## config.mk

```make
export PLATFORM = sky130hd
export DESIGN_NAME = dsel_rd_engine_flat
export DESIGN_NICKNAME = d
export VERILOG_FILES = /design/src/rtl/dsel_rd_pkg.sv /design/src/rtl/dsel_rd_if.sv /design/src/rtl/dsel_rd_fifo.sv /design/src/rtl/dsel_rd_engine.sv /design/src/flat_wrapper.sv
export SDC_FILE = /design/constraint.sdc
export NUM_CORES = 1
export LEC_CHECK = 0
export BUFFER_PORTS_ARGS = -buffer_cell sky130_fd_sc_hd__buf_2
export CORE_MARGIN = 2
export CORE_UTILIZATION = 30
export CTS_CLUSTER_DIAMETER = 40
export DETAILED_ROUTE_END_ITERATION = 8
export SLEW_MARGIN = 25
export SYNTH_ARGS = -nofsm -noshare
export SYNTH_HDL_FRONTEND = slang
export SYNTH_SLANG_ARGS = --single-unit
```

## constraint.sdc

```tcl
create_clock -name clk -period 4.15 [get_ports clk]
set_clock_uncertainty 0.1 [all_clocks]
set_input_delay 0.415 -clock clk [delete_from_list [all_inputs] [get_ports clk]]
set_output_delay 0.415 -clock clk [all_outputs]
set_load 0.01 [all_outputs]
```

## src/rtl/dsel_rd_pkg.sv

```systemverilog
// Shared definitions for the dsel read engine: FSM encodings and parameter defaults.
package dsel_rd_pkg;

   typedef logic [1:0] state_t;

   localparam state_t ST_IDLE  = 2'd0;
   localparam state_t ST_RUN   = 2'd1;
   localparam state_t ST_DRAIN = 2'd2;

   localparam int DEF_AWIDTH     = 32;
   localparam int DEF_DWIDTH     = 32;
   localparam int DEF_LEN_WIDTH  = 16;
   localparam int DEF_RD_LAT     = 1;
   localparam int DEF_FIFO_DEPTH = 4;

endpackage

```

## src/rtl/dsel_rd_if.sv

```systemverilog
// Bus bundle for the read engine: dsel read port plus the outgoing valid/ready stream.
interface dsel_rd_if
   import dsel_rd_pkg::*;
#(
   parameter int AW = DEF_AWIDTH,
   parameter int DW = DEF_DWIDTH
);

   logic [AW-1:0] dsel_in_addr;
   logic          dsel_in_en;
   logic [DW-1:0] dsel_out;
   logic          out_valid;
   logic          out_ready;
   logic [DW-1:0] out_data;
   logic          out_last;

   modport master (
      output dsel_in_addr, dsel_in_en, out_valid, out_data, out_last,
      input  dsel_out, out_ready
   );

   modport slave (
      input  dsel_in_addr, dsel_in_en, out_valid, out_data, out_last,
      output dsel_out, out_ready
   );

endinterface

```

## src/rtl/dsel_rd_fifo.sv

```systemverilog
// Synchronous FIFO, power-of-two depth; a pop frees a slot for a push in the same cycle.
module dsel_rd_fifo #(
   parameter int DEPTH = 4,
   parameter int WIDTH = 33
) (
   input  logic                     clk,
   input  logic                     rst_n,
   input  logic                     push,
   input  logic [WIDTH-1:0]         wr_data,
   input  logic                     pop,
   output logic [WIDTH-1:0]         rd_data,
   output logic                     full,
   output logic                     empty,
   output logic [$clog2(DEPTH):0]   count
);

   localparam int AW = $clog2(DEPTH);
   localparam int CW = AW + 1;

   logic [WIDTH-1:0] mem [DEPTH];
   logic [AW-1:0]    wr_ptr, rd_ptr;
   logic             do_push, do_pop;

   assign empty   = (count == '0);
   assign full    = (count == CW'(DEPTH));
   assign do_pop  = pop && !empty;
   assign do_push = push && (!full || do_pop);
   assign rd_data = mem[rd_ptr];

   always_ff @(posedge clk) begin
      if (do_push) mem[wr_ptr] <= wr_data;
   end

   always_ff @(posedge clk or negedge rst_n) begin
      if (!rst_n) begin
         wr_ptr <= '0;
         rd_ptr <= '0;
         count  <= '0;
      end else begin
         if (do_push) wr_ptr <= wr_ptr + AW'(1);
         if (do_pop)  rd_ptr <= rd_ptr + AW'(1);
         count <= count + CW'(do_push) - CW'(do_pop);
      end
   end

   // Credits upstream make this unreachable; firing means the credit math is broken.
   a_no_overflow: assert property (@(posedge clk) disable iff (!rst_n) !(push && full && !pop));

endmodule

```

## src/rtl/dsel_rd_engine.sv

```systemverilog
// Read-side burst initiator: issues credit-limited sequential reads and streams the results.
// Optional burst XOR checksum is built when DSEL_RD_CSUM_EN is defined.
module dsel_rd_engine
   import dsel_rd_pkg::*;
#(
   parameter int LOC_AWIDTH = DEF_AWIDTH,
   parameter int LOC_DWIDTH = DEF_DWIDTH,
   parameter int LEN_WIDTH  = DEF_LEN_WIDTH,
   parameter int RD_LAT     = DEF_RD_LAT,
   parameter int FIFO_DEPTH = DEF_FIFO_DEPTH
) (
   input  logic                  clk,
   input  logic                  rst_n,
   input  logic                  start,
   input  logic [LOC_AWIDTH-1:0] base_addr,
   input  logic [LEN_WIDTH-1:0]  len,
   output logic                  busy,
   output logic                  done,
   output logic [LOC_DWIDTH-1:0] csum,
   dsel_rd_if.master             bus
);

   localparam int CW  = $clog2(FIFO_DEPTH) + 1;
   localparam int CW1 = CW + 1;

   typedef struct packed {
      logic                  last;
      logic [LOC_DWIDTH-1:0] data;
   } ent_t;

   state_t                state;
   logic [LEN_WIDTH-1:0]  len_r, issued;
   logic [LOC_AWIDTH-1:0] addr_r;
   logic [CW-1:0]         inflight, fifo_count;
   logic [CW1-1:0]        credit_used;
   logic [RD_LAT:0]       vld_pipe, last_pipe;
   logic                  issue_nxt, last_nxt, capture, pop;
   logic                  fifo_full, fifo_empty;
   ent_t                  wr_ent, rd_ent;

   // vld_pipe[0] is the registered read enable itself; the tail marks the capture cycle.
   assign capture     = vld_pipe[RD_LAT];
   assign credit_used = {1'b0, fifo_count} + {1'b0, inflight};

   always_comb begin
      issue_nxt = 1'b0;
      last_nxt  = 1'b0;
      case (state)
         ST_IDLE: begin
            issue_nxt = start && (len != '0);
            last_nxt  = (len == LEN_WIDTH'(1));
         end
         ST_RUN: begin
            issue_nxt = (issued != len_r) && (credit_used < CW1'(FIFO_DEPTH));
            last_nxt  = ((issued + LEN_WIDTH'(1)) == len_r);
         end
         default: ;
      endcase
   end

   always_ff @(posedge clk or negedge rst_n) begin
      if (!rst_n) begin
         state     <= ST_IDLE;
         len_r     <= '0;
         issued    <= '0;
         addr_r    <= '0;
         inflight  <= '0;
         vld_pipe  <= '0;
         last_pipe <= '0;
         done      <= 1'b0;
      end else begin
         done      <= 1'b0;
         vld_pipe  <= {vld_pipe[RD_LAT-1:0], issue_nxt};
         last_pipe <= {last_pipe[RD_LAT-1:0], issue_nxt && last_nxt};
         inflight  <= inflight + CW'(issue_nxt) - CW'(capture);
         case (state)
            ST_IDLE: begin
               if (start) begin
                  if (len != '0) begin
                     state  <= ST_RUN;
                     len_r  <= len;
                     issued <= LEN_WIDTH'(1);
                     addr_r <= base_addr;
                  end else begin
                     done <= 1'b1;
                  end
               end
            end
            ST_RUN: begin
               if (issue_nxt) begin
                  issued <= issued + LEN_WIDTH'(1);
                  addr_r <= addr_r + LOC_AWIDTH'(1);
               end
               // The final read is on the port this cycle; only draining remains.
               if (issued == len_r) state <= ST_DRAIN;
            end
            ST_DRAIN: begin
               if (pop && rd_ent.last) begin
                  state <= ST_IDLE;
                  done  <= 1'b1;
               end
            end
            default: state <= ST_IDLE;
         endcase
      end
   end

   assign wr_ent = '{last: last_pipe[RD_LAT], data: bus.dsel_out};

   dsel_rd_fifo #(
      .DEPTH (FIFO_DEPTH),
      .WIDTH ($bits(ent_t))
   ) u_fifo (
      .clk     (clk),
      .rst_n   (rst_n),
      .push    (capture),
      .wr_data (wr_ent),
      .pop     (pop),
      .rd_data (rd_ent),
      .full    (fifo_full),
      .empty   (fifo_empty),
      .count   (fifo_count)
   );

   // Stale storage is masked so an empty FIFO presents all-zero outputs.
   assign pop              = bus.out_valid && bus.out_ready;
   assign bus.out_valid    = !fifo_empty;
   assign bus.out_data     = fifo_empty ? '0 : rd_ent.data;
   assign bus.out_last     = !fifo_empty && rd_ent.last;
   assign bus.dsel_in_en   = vld_pipe[0];
   assign bus.dsel_in_addr = addr_r;
   assign busy             = (state == ST_RUN) || (state == ST_DRAIN);

`ifdef DSEL_RD_CSUM_EN
   always_ff @(posedge clk or negedge rst_n) begin
      if (!rst_n)                       csum <= '0;
      else if (state == ST_IDLE && start) csum <= '0;
      else if (pop)                     csum <= csum ^ bus.out_data;
   end
`else
   assign csum = '0;
`endif

endmodule

```

## src/flat_wrapper.sv

```systemverilog
// flat-port wrapper written by rule: the top's interface ports become plain ports
module dsel_rd_engine_flat import dsel_rd_pkg::*;
#(
   parameter int LOC_AWIDTH = DEF_AWIDTH,
   parameter int LOC_DWIDTH = DEF_DWIDTH,
   parameter int LEN_WIDTH  = DEF_LEN_WIDTH,
   parameter int RD_LAT     = DEF_RD_LAT,
   parameter int FIFO_DEPTH = DEF_FIFO_DEPTH
)
  (clk, rst_n, start, base_addr, len, busy, done, csum, bus_dsel_in_addr, bus_dsel_in_en, bus_out_valid, bus_out_data, bus_out_last, bus_dsel_out, bus_out_ready);
  dsel_rd_if bus_i ();
  input  logic clk;
  input  logic rst_n;
  input  logic start;
  input  logic [LOC_AWIDTH-1:0] base_addr;
  input  logic [LEN_WIDTH-1:0] len;
  output logic busy;
  output logic done;
  output logic [LOC_DWIDTH-1:0] csum;
  output wire logic [$bits(bus_i.dsel_in_addr)-1:0] bus_dsel_in_addr;
  output wire logic [$bits(bus_i.dsel_in_en)-1:0] bus_dsel_in_en;
  output wire logic [$bits(bus_i.out_valid)-1:0] bus_out_valid;
  output wire logic [$bits(bus_i.out_data)-1:0] bus_out_data;
  output wire logic [$bits(bus_i.out_last)-1:0] bus_out_last;
  input wire logic [$bits(bus_i.dsel_out)-1:0] bus_dsel_out;
  input wire logic [$bits(bus_i.out_ready)-1:0] bus_out_ready;
  assign bus_dsel_in_addr = bus_i.dsel_in_addr;
  assign bus_dsel_in_en = bus_i.dsel_in_en;
  assign bus_out_valid = bus_i.out_valid;
  assign bus_out_data = bus_i.out_data;
  assign bus_out_last = bus_i.out_last;
  assign bus_i.dsel_out = bus_dsel_out;
  assign bus_i.out_ready = bus_out_ready;
  dsel_rd_engine #(.LOC_AWIDTH(LOC_AWIDTH), .LOC_DWIDTH(LOC_DWIDTH), .LEN_WIDTH(LEN_WIDTH), .RD_LAT(RD_LAT), .FIFO_DEPTH(FIFO_DEPTH)) u_core (.clk(clk), .rst_n(rst_n), .start(start), .base_addr(base_addr), .len(len), .busy(busy), .done(done), .csum(csum), .bus(bus_i));
endmodule
```

==> results of run 1 <==
metal layers:
metal  routed length, um  vias to the layer above  GRT usage [%]
li1                    -                     3216              -
met1               11000                     3400           19.7
met2               11600                      271           22.7
met3                1970                       40           2.87
met4                 544                        2           3.69
met5                  13                        -              0
metrics by stage:
step	power [mW]	cells	hold WS, ps	instance area, um2
final	9.16	1438	27.6	12600
after global routing	9.76	1438	22.2	12600
after CTS	9.30	1438	2.02	12600
after detailed placement	6.75	1352	235	11300
after global placement	6.68	1352	237	11300
after floorplan	5.55	809	19.4	10300
synth_stat cells, types with 14 or more instances:
master    number  area share (%)
and2_1        39             2.4
mux4_2        33             7.3
dfrtp_1       81              20
edfxtp_1     132              39
o21ai_0       30             1.5
nor2_1        40             1.5
nand2_1       47             1.7
buf_4         34             2.5
nand4_1       14            0.86
a21oi_1       42             2.1
ha_1          15             1.8
mux2_2        15             1.7
xnor2_1       18             1.5
nand3_1       25             1.2
inv_1         22            0.81
clkbuf_1      22            0.81
path summary, 6_finish.rpt:
path | to | slack [ps] | depth (start not counted)
setup / recovery | bus_out_data[8] | 1060 | 4
hold reg to reg | u_core.last_pipe[1] | 240 | 0
min in group asynchronous | u_core.len_r[5] | 360 | 2
setup reg to reg | u_core.bus.dsel_in_addr[27] | 1120 | 8
hold / removal | u_core.len_r[5] | 30 | 2
max in group asynchronous | u_core.len_r[12] | 2680 | 3
final cells by class:
| type | count | share of cell area [%] |
|---|---|---|
| clock inverters | 17 | 1.64 |
| clock buffers | 35 | 6.09 |
| well taps | 448 | 4.45 |
| multi-input cells | 502 | 30.0 |
| inverters | 22 | 0.655 |
| repair buffers | 201 | 9.65 |
| flip-flops and latches | 213 | 47.5 |
sequential cells by signal (all words and copies together), names as in the netlist:
name,count
u_core.inflight,3
u_core.u_fifo.rd_ptr,2
u_core.done,1
u_core.u_fifo.count,3
u_core.vld_pipe,2
u_core.len_r,16
u_core.last_pipe,2
u_core.u_fifo.mem,132
u_core.state,2
u_core.bus.dsel_in_addr,32
u_core.u_fifo.wr_ptr,2
u_core.issued,16
power by group:
group          switching, mW  internal (mW)  leakage, nW
combinational           1.85           1.51         2.25
sequential             0.494           2.82         2.18
clock                  0.916           1.56        0.474
worst reg2reg max path, delay by kind of cell (launching register included):
kind | cells | cell delay [ps]
adders and majority gates | 1 | 490
buffers and inverters | 1 | 100
DFF | 1 | 380
and+or+nand+nor | 4 | 1190
AOI/OAI and AO/OA | 2 | 630
kinds of logic after synthesis:
family	share of synthesized area (%)
other	0.0368
adder cells (fa/ha/maj)	2.24
AND/OR/NAND/NOR	11.7
XOR/XNOR	3.06
buffers and inverters	5.22
flip-flops	58.8
AO/OA/AOI/OAI	9.39
multiplexers	9.55
cells in the final DEF (no fill, tap or decap), types with 5 or more instances in the layout:
cell / n
a21o_1: 7
a21oi_1: 42
a22o_1: 5
and2_1: 39
and3_1: 9
buf_2: 151
buf_4: 16
clkbuf_16: 29
conb_1: 32
dfrtp_1: 80
dlygate4sd3_1: 34
edfxtp_1: 132
ha_1: 15
inv_1: 22
mux2_2: 15
mux2i_1: 6
mux4_2: 33
nand2_1: 47
nand2b_1: 5
nand3_1: 25
nand4_1: 14
nor2_1: 40
nor2b_1: 5
nor3_1: 13
o21ai_0: 30
o22ai_1: 6
xnor2_1: 18
xor2_1: 12
==> run_results.csv, run 1 <==
group,metric,value,unit
synthesis,syn-instance-count,778,
synthesis,yosysWarnings,0,
grt,grt_pass1_vias,7010,
synthesis,postSynthAreaPerCell,13.1,um2
power_and_ir_drop,power_leakage,4.90,nW
drt,num_vias,6929,
cells_and_area,antenna_cells,0,
grt,antenna_found_initial,1,
cells_and_area,area_growth,23.8,%
place,gp_congestion,0.828,
drt,finalWirelength,25200,um
cells_and_area,fillers,3222,
drt,via_per_inst,4.82,
power_and_ir_drop,powerDensity,727,nW/um2
floorplan,dieArea,35400,um2
clock_tree,postCtsHoldBufs,34,
sta,finalCritPeriodShare,74.5,%
sta,final_max_slew_viol_count,0,
synthesis,synth-edff-count,132,
place,port_buffers,152,
drt,drc,0,
sta,worst_pin_slew,973,ps
clock_tree,clk_pin_slew,60,ps
critical_path,end_kind,"output pin",
clock_tree,cts_root_buffer,"clkbuf_16",
critical_path,r2r_start,"u_core.state[1]",
sta,setup_slack,1060,ps
critical_path,crit_type,"reg2out",
critical_path,startpoint,"u_core.u_fifo.rd_ptr[0]",
clock_tree,post-cts-setup-buffer-count,0,
sta,rsz0062_at_grt,"false",
critical_path,crit_buf_inv,2,
clock_tree,cts_tree,"built",
drt,avgRoutedWirePerCell,17.5,um
cells_and_area,utilization,37.7,%
floorplan,initial_core_util,30.4,%
synthesis,ys_seq_area_share,58.8,%
sta,slew-limit-headroom,35.1,%
floorplan,fp.dieH,188,um
critical_path,cp_cell_sequence,"buf_4 -> mux4_2 -> and2_1 -> buf_2",
power_and_ir_drop,vdd.ir_drop.worst,0.000363,V
sta,period_minus_slack,3090,ps
critical_path,crit_path_max_incr_delay,870,ps
sta,setup-violations-final,0,
cells_and_area,layout-drive-gt1-share,28.7,%
grt,grt_use_total,14.2,%
cells_and_area,seq_area,5990,um2
drt,dr.first_iter.drc_count,483,
clock_tree,htreeDepth,1,
synthesis,ys_types,71,
clock_tree,cts-resized-gates,0,
floorplan,rows,67,
sta,fmax,323,MHz
job,cap_violations,0,
critical_path,crit_path_start_kind,"register",
clock_tree,cts_made_buffers,29,
clock_tree,clk_path_buf_depth,3,
place,post-dp-hpwl,17300,um
floorplan,core_area,33400,um2
status,status,"finished, final reports clean",
critical_path,cp.arrival,2580,ps
grt,grt-ovfl-total,0,
grt,grt_max_degree,51,
place,pre_cts_slack,987,ps
floorplan,io_pins,185,
critical_path,crit_slowest_cell,"dfrtp_2",
min_path,min_from,"len[5]",
min_path,min-delay-path-class,"in2reg",
critical_path,critPathMaxFanout,23,
synthesis,yosys_register_bits,213,
critical_path,required,3630,ps
clock_tree,clock_latency,540,ps
cells_and_area,fin_nets,1070,
synthesis,ys.flop_type,"edfxtp_1",
drt,antenna_left,0,
clock_tree,clock-sinks,213,
sta,finalSetupTns,0,ps
synthesis,async_flop_share,38.0,%
drt,drtPass1Iterations,5,
cells_and_area,multiInputGateArea,3780,um2
sta,hold_viol,0,
grt,grt_pass1_wl,39900,um
synthesis,syn-cell-area,10200,um2
critical_path,critPathTopFamily,"flip-flops",
floorplan,dieWidth,188,um
No activity file was read; power rests on OpenSTA's default activity.
==> inputs of run 2 (changes only) <==
==> constraint.sdc (replaced) <==
create_clock -name clk -period 2.9 [get_ports clk]
set_clock_uncertainty 0.1 [all_clocks]
set_input_delay 0.29 -clock clk [delete_from_list [all_inputs] [get_ports clk]]
set_output_delay 0.29 -clock clk [all_outputs]
set_load 0.01 [all_outputs]
==> run 2 against run 1 <==
Clock power grew 58%. Cell area rose by 4.7%. Core utilization rose by 1.8 points. Sequential power increased by 41%. Final cell count up 3.3%. Total power grew 49%. Register-to-register slack got worse by 870 ps. First-iteration DRC count shrank 13%. Sequential share of layout area is 2.1 points lower. Critical path depth up 6. Via count up 1.3%. Die area did not move. Largest power group unchanged. Highest routed layer unchanged.
==> run_results.csv, run 2 (same netlist as run 1, synthesis figures left out) <==
group,metric,value,unit
clock_tree,clk_path_buf_depth,3,
grt,grt-ovfl-total,0,
place,placed_area,11400,um2
critical_path,cp_cell_sequence,"dlygate4sd3_1 -> buf_2 -> nor4_1 -> nand4_1 -> o21bai_4 -> buf_4 -> nand2_1 -> buf_12 -> o22a_1 -> o21a_1",
sta,final_max_slew_viol_count,0,
sta,fmax,369,MHz
critical_path,required,3170,ps
drt,antenna_left,0,
critical_path,critPathMaxFanout,19,
clock_tree,htreeDepth,2,
drt,drc,0,
place,pre_cts_slack,246,ps
grt,grt_use_total,14.4,%
cells_and_area,fin_nets,1117,
place,gp_congestion,0.907,
sta,hold_viol,0,
min_path,min-delay-path-class,"in2reg",
critical_path,cp.arrival,2980,ps
floorplan,io_pins,185,
power_and_ir_drop,powerDensity,1040,nW/um2
critical_path,crit_slowest_cell,"dlygate4sd3_1",
sta,slew-limit-headroom,55.1,%
floorplan,fp.dieH,188,um
drt,avgRoutedWirePerCell,17.3,um
sta,setup_slack,191,ps
critical_path,crit_type,"in2reg",
clock_tree,cts_made_buffers,34,
sta,worst_pin_slew,668,ps
floorplan,initial_core_util,30.4,%
drt,via_per_inst,4.72,
floorplan,dieWidth,188,um
drt,dr.first_iter.drc_count,421,
critical_path,end_kind,"register",
clock_tree,clk_pin_slew,40,ps
clock_tree,post-cts-setup-buffer-count,0,
clock_tree,clock-sinks,213,
status,status,"finished, final reports clean",
cells_and_area,area_growth,29.6,%
floorplan,core_area,33400,um2
sta,rsz0062_at_grt,"false",
clock_tree,cts_tree,"built",
cells_and_area,layout-drive-gt1-share,29.1,%
cells_and_area,top_register,"u_core.u_fifo.mem",
power_and_ir_drop,vdd.ir_drop.worst,0.000495,V
place,port_buffers,152,
job,cap_violations,0,
floorplan,dieArea,35400,um2
floorplan,rows,67,
drt,num_vias,7021,
grt,grt_max_degree,45,
sta,setup-violations-final,0,
clock_tree,clock_latency,500,ps
cells_and_area,largest_reg_flops,132,
grt,grt_pass1_wl,40300,um
sta,finalSetupTns,0,ps
cells_and_area,final_common_cell,"buf_2",
drt,drtPass1Iterations,4,
sta,period_minus_slack,2710,ps
clock_tree,cts_root_buffer,"clkbuf_16",
sta,finalCritPeriodShare,93.4,%
grt,grt_pass1_vias,7063,
power_and_ir_drop,power_leakage,5.17,nW
cells_and_area,fillers,3198,
cells_and_area,layout_common_cells,"buf_2 (151), edfxtp_1 (132), dfrtp_1 (80)",
drt,finalWirelength,25800,um
cells_and_area,antenna_cells,0,
critical_path,crit_path_start_kind,"primary input",
grt,antenna_found_initial,2,
cells_and_area,post-route-cell-area,13200,um2
place,post-dp-hpwl,17100,um
critical_path,crit_path_max_incr_delay,550,ps
==> run 2: metrics by stage <==
stage | std cells | hold WS [ps] | total power, mW | utilization, %
after floorplan | 809 | -106 | 7.95 | -
after global placement | 1364 | 204 | 9.71 | 34.2
after detailed placement | 1364 | 210 | 9.77 | 34.2
after CTS | 1486 | 0.484 | 13.8 | 39.4
after global routing | 1486 | 15.0 | 14.5 | 39.4
final | 1486 | 1.33 | 13.7 | 39.4
==> run 2: layout make-up <==
| type | count | area (um2) | area share (%) |
|---|---|---|---|
| clock buffers | 46 | 1000 | 7.58 |
| inverters | 22 | 82.6 | 0.626 |
| flip-flops and latches | 213 | 5990 | 45.4 |
| repair buffers | 243 | 1660 | 12.6 |
| clock inverters | 12 | 114 | 0.863 |
| multi-input cells | 502 | 3790 | 28.7 |
| well taps | 448 | 561 | 4.25 |
==> run 2: path summary, 6_finish.rpt <==
check | slack, ps | endpoint | start | depth (start not counted)
setup / recovery | 190 | u_core.bus.dsel_in_addr[4] | len[8] | 10
hold / removal | 1 | u_core.bus.dsel_in_addr[21] | base_addr[21] | 3
setup reg to reg | 250 | u_core.last_pipe[0] | u_core.issued[6] | 7
hold reg to reg | 260 | u_core.last_pipe[1] | u_core.last_pipe[0] | 0
max in group asynchronous | 1820 | u_core.bus.dsel_in_addr[21] | rst_n | 3
min in group asynchronous | 220 | u_core.len_r[9] | rst_n | 2
==> run 2: critical path: cells and delay by family <==
kind | cells | cell delay (ps)
simple gates | 3 | 930
compound gates | 3 | 580
buf+inv | 4 | 1170
==> run 2: per-layer routing <==
layer	GRT usage (%)	share of wire [%]	vias to the layer above
met5	0	0.10	-
met1	19.8	45	3428
met3	3.11	5.8	42
li1	-	-	3326
met4	3.51	1.6	4
met2	23.1	47	221
==> run 2: what timing repair did <==
| item | in CTS | in global routing |
|---|---|---|
| hold buffers | 64 | 0 |
| setup endpoints to repair | 0 | 2 |
| endpoints found under the hold margin | 196 | 0 |
| resized for setup | 0 | 1 |
==> run 2: power by group <==
part	switching, mW	internal [mW]	total [mW]	leakage (nW)
logic	2.77	2.29	5.06	2.45
registers	0.634	4.04	4.68	2.18
clock network	1.41	2.51	3.92	0.542
